==> config.mk <==
export PLATFORM = sky130hd
export DESIGN_NAME = instr_fetch_unit
export DESIGN_NICKNAME = d
export VERILOG_FILES = /design/src/rtl/instr_fetch_unit.sv
export SDC_FILE = /design/constraint.sdc
export NUM_CORES = 1
export LEC_CHECK = 0
export ABC_AREA = 0
export BUFFER_PORTS_ARGS = -buffer_cell sky130_fd_sc_hd__buf_2
export CAP_MARGIN = 20
export CORE_MARGIN = 8
export CORE_UTILIZATION = 46
export CTS_CLUSTER_DIAMETER = 100
export CTS_CLUSTER_SIZE = 8
export DETAILED_ROUTE_END_ITERATION = 7
export PLACE_DENSITY_LB_ADDON = 0.12
export SETUP_SLACK_MARGIN = 0.1
export SKIP_CTS_REPAIR_TIMING = 1
export SLEW_MARGIN = 10
export SYNTH_ARGS = -nofsm -noshare
export SYNTH_HDL_FRONTEND = slang
export SYNTH_SLANG_ARGS = --single-unit
==> constraint.sdc <==
create_clock -name clk -period 1.9 [get_ports clk]
set_clock_uncertainty 0.05 [all_clocks]
set_input_delay 0.095 -clock clk [delete_from_list [all_inputs] [get_ports clk]]
set_output_delay 0.095 -clock clk [all_outputs]
set_load 0.01 [all_outputs]
==> src/rtl/instr_fetch_unit.sv <==
// rtl/instr_fetch_unit.sv - instruction fetch sequencer driving the instruction register load side
//
// Holds the program counter, presents it to a synchronous ROM, waits one
// cycle for the read data, then pulses the instruction register load strobe.
//
// Ports:
//   clk        in   system clock, rising edge
//   reset      in   asynchronous active-high reset
//   start      in   fetch request, sampled only in IDLE
//   jmp_en     in   load pc from jmp_addr, honoured only in IDLE
//   jmp_addr   in   jump target
//   rom_addr   out  ROM read address (= pc)
//   rom_q      in   ROM read data, valid one cycle after rom_addr is sampled
//   ir_data    out  instruction register data (= rom_q)
//   ir_ld      out  instruction register load strobe, one-cycle pulse
//   done       out  fetch complete, coincident with ir_ld
//   busy       out  high in FETCH and LOAD
//   pc         out  current program counter
//   fetch_cnt  out  completed fetch count, saturating
module instr_fetch_unit #(
  parameter int ADDR_W  = 7,
  parameter int INSTR_W = 16
) (
  input  logic               clk,
  input  logic               reset,
  input  logic               start,
  input  logic               jmp_en,
  input  logic [ADDR_W-1:0]  jmp_addr,
  output logic [ADDR_W-1:0]  rom_addr,
  input  logic [INSTR_W-1:0] rom_q,
  output logic [INSTR_W-1:0] ir_data,
  output logic               ir_ld,
  output logic               done,
  output logic               busy,
  output logic [ADDR_W-1:0]  pc,
  output logic [15:0]        fetch_cnt
);

  typedef enum logic [1:0] {
    S_IDLE  = 2'd0,
    S_FETCH = 2'd1,
    S_LOAD  = 2'd2
  } state_t;

  state_t              state_q, state_d;
  logic [ADDR_W-1:0]   pc_q, pc_d;
  logic [15:0]         cnt_q, cnt_d;

  localparam logic [ADDR_W-1:0] PC_ONE = {{(ADDR_W-1){1'b0}}, 1'b1};

  always_comb begin
    state_d = state_q;
    pc_d    = pc_q;
    cnt_d   = cnt_q;
    case (state_q)
      S_IDLE: begin
        // A jump and a start on the same edge: FETCH then reads the jump target.
        if (jmp_en) pc_d = jmp_addr;
        if (start)  state_d = S_FETCH;
      end
      S_FETCH: begin
        state_d = S_LOAD;
      end
      S_LOAD: begin
        pc_d    = pc_q + PC_ONE;  // wraps naturally at 2^ADDR_W
        if (cnt_q != 16'hFFFF) cnt_d = cnt_q + 16'd1;
        state_d = S_IDLE;
      end
      default: begin
        state_d = S_IDLE;
      end
    endcase
  end

  always_ff @(posedge clk or posedge reset) begin
    if (reset) begin
      state_q <= S_IDLE;
      pc_q    <= '0;
      cnt_q   <= '0;
    end else begin
      state_q <= state_d;
      pc_q    <= pc_d;
      cnt_q   <= cnt_d;
    end
  end

  // Strobes decode straight from the state register, so an asynchronous
  // reset during LOAD removes ir_ld without waiting for a clock edge.
  assign ir_ld     = (state_q == S_LOAD);
  assign done      = (state_q == S_LOAD);
  assign busy      = (state_q == S_FETCH) || (state_q == S_LOAD);
  assign rom_addr  = pc_q;
  assign pc        = pc_q;
  assign ir_data   = rom_q;
  assign fetch_cnt = cnt_q;

endmodule

==> results_dict.tcl <==
set metrics [dict create \
    status "finished, violations left" \
    failed_checks "hold timing" \
    clkSinkCount 25 \
    min_from "jmp_addr[6]" \
    worstSetupEndpointType "flip-flop" \
    io_pins 76 \
    synth_cell_types 37 \
    yosys.cell_count.top_type "dfrtp_1" \
    n_antenna_cell 0 \
    yosysSeqAreaShare_pct 39.2 \
    irDropWorstVdd_mv 0.648 \
    setup_viol 0 \
    synthCells 167 \
    min_period_over_period_pct 90.1 \
    die_h_um 74.9 \
    rows 21 \
    viasPerCell 5.50 \
    drv_cap 0 \
    dieArea_mm2 0.00562 \
    grt_overflow 0 \
    syn_to_final_growth_pct 10.9 \
    cts-root-buf "clkbuf_4" \
    synthTopCellsByCount "dfrtp_1, buf_4, nand3_1, nand2_1" \
    timing.rr.start "fetch_cnt[0]" \
    ys.warnings.count 0 \
    slew_viol_final 0 \
    fin_hold_ws_ns -0.0108 \
    grt_max_degree 26 \
    critPathKind "reg -> reg" \
    synth_fp_nets 199 \
    start_util_pct 47.9 \
    num_vias 1308 \
    cp.arrival_ns 1.89 \
    start_kind "flip-flop" \
    rr_worst_depth 5 \
    final.setup.worst_slack_ns 0.187 \
    post-place-ws_ns 0.175 \
    synthArstFlopShare_pct 100 \
    ys_top_cells_by_area "dfrtp_1, buf_4, nand3_1" \
    ys_ff_latch 25 \
    min_period_ns 1.71 \
    multiInputGateArea_um2 751 \
    ys.flop_type "dfrtp_1" \
    r2r_slack_ns 0.19 \
    min_path_cells 3 \
    critPathRequiredTime_ns 2.08 \
    htree_levels 1 \
    drt_iter0_drc 70 \
    yosys.area.top_type "dfrtp_1" \
    synth_top_area_share_pct 39.2 \
    drc_errors 0 \
    drive_gt1_share_pct 31.3 \
    port_buffers 43 \
    hp-class "in -> reg" \
    rsz0062_at_grt "no" \
    synth.cell_area_mm2 0.00160 \
    cts_max_path_buffers 2 \
    worstReg2RegEnd "fetch_cnt[1]" \
    nFillCells 320 \
    clkTransAtPathRegs_ns 0.14 \
    final_nets 225 \
    hold_violations 1 \
    p_leak_uw 0.000865 \
    first_global_vias 1284 \
    wl_per_cell_um 15.8 \
    power_density_mw_per_mm2 1310 \
    grt_use_total_pct 13.6 \
    whs_endpoint "pc[6]" \
    ff_latch_area_um2 626 \
    path_max_fanout 8 \
    cts_tree "yes" \
    fp.coreArea_mm2 0.00334 \
    cts_buffers 3 \
    clk_latency_ns 0.32 \
    relSlewSlack_pct 75.5 \
    worst_pin_slew_ns 0.364 \
    setup_tns_ns 0 \
    synth_edf_count 0 \
    dp_hpwl_mm 2.88 \
    grt_pass1_wl_mm 6.11 \
    firstDrtPassIters 4 \
    wl_mm 3.75 \
    antenna_found_initial 0 \
    syn_avg_cell_area_um2 9.57 \
    antenna_left 0 \
    timing.fmax_ghz 0.584 \
    die_w_um 74.9 \
    gp_congestion 0.841 \
]
==> metrics by stage <==
step / std cells / total power [uW] / instance area [um^2] / util (%) / hold slack [ns]
6_report: 238 / 2330 / 1770 / 53.1 / -0.0108
5_1_grt: 238 / 2530 / 1770 / 53.1 / 0.0000563
4_1_cts: 236 / 2330 / 1740 / 52.3 / -0.254
3_5_place_dp: 232 / 2080 / 1720 / 51.4 / 0.115
3_3_place_gp: 232 / 2040 / 1720 / 51.4 / 0.111
2_1_floorplan: 167 / 1760 / 1600 / - / 0.0723
==> registers in the layout, summed over array words and instances, names as in the netlist <==
register / flops
pc: 7
fetch_cnt: 16
state_q: 2
==> layout by cell type, fill, tap and decap left out, drive strengths merged, types with 2 or more instances in the layout <==
cell type,Yosys,final
mux2,2,2
dlygate4sd3,0,2
dfrtp,25,25
and3,3,3
o21ai,6,6
a31oi,2,2
mux2i,2,2
xnor2,7,7
nand3,15,15
nand4,7,7
nor3,6,6
ha,5,5
nand2b,2,2
clkbuf,4,3
a22oi,3,3
o22ai,4,4
a21oi,4,4
o21a,2,2
buf,26,49
inv,6,6
nor2,6,6
o221ai,3,3
o211ai,3,3
xor2,7,7
nand2,8,8
==> worst max-delay path by stage <==
stage,cells past startpoint,endpoint,startpoint,slack (ns)
global route,6,fetch_cnt[8],state_q[0],0.11
finish,5,fetch_cnt[1],fetch_cnt[0],0.19
CTS,5,fetch_cnt[1],fetch_cnt[0],0.15
floorplan,4,fetch_cnt[1],fetch_cnt[0],0.12
global placement,5,fetch_cnt[1],fetch_cnt[0],0.26
detailed placement,5,fetch_cnt[1],fetch_cnt[0],0.17
==> cell type report <==
cell class	instances	share of cell area, %
Clock buffer	3	1.27
Clock inverter	1	0.282
Inverter	6	1.27
Multi-Input combinational cell	106	42.4
Sequential cell	25	35.3
Tap cell	46	3.25
Timing Repair Buffer	51	16.2
==> power breakdown <==
| group | internal (uW) | total, uW | switching (uW) | leakage, uW |
|---|---|---|---|---|
| clock | 78.9 | 247 | 168 | 0.0000177 |
| sequential | 677 | 894 | 217 | 0.000321 |
| combinational | 541 | 1190 | 645 | 0.000527 |
==> kinds of logic (layout without fill, tap and decap cells) <==
kind of cell    after synthesis  count (layout)  share of synthesized area, %
fa+ha+maj                     5               5                          3.92
compound gates               30              30                          13.6
xor+xnor                     14              14                          7.67
buf+inv                      36              61                          14.3
mux                           4               4                          2.90
simple gates                 53              53                          18.5
flops                        25              25                          39.2
==> routing by layer <==
metal  vias to the layer above  global-route usage (%)  part of all wire [%]  wire length (um)
met5                         -                       0                     0                 0
met4                         0                    3.70                  0.64                24
met3                         6                    4.13                   8.9               332
met2                        61                    22.2                    49              1850
met1                       614                    16.8                    41              1550
li1                        627                       -                     -                 -
==> critical path, cell delays in order (launching register included) <==
cell,delay (ns)
dfrtp_1,0.46
ha_1,0.22
nand4_1,0.16
o41ai_4,0.26
buf_6,0.18
mux2_4,0.29
(Power assumes the default switching activity.)
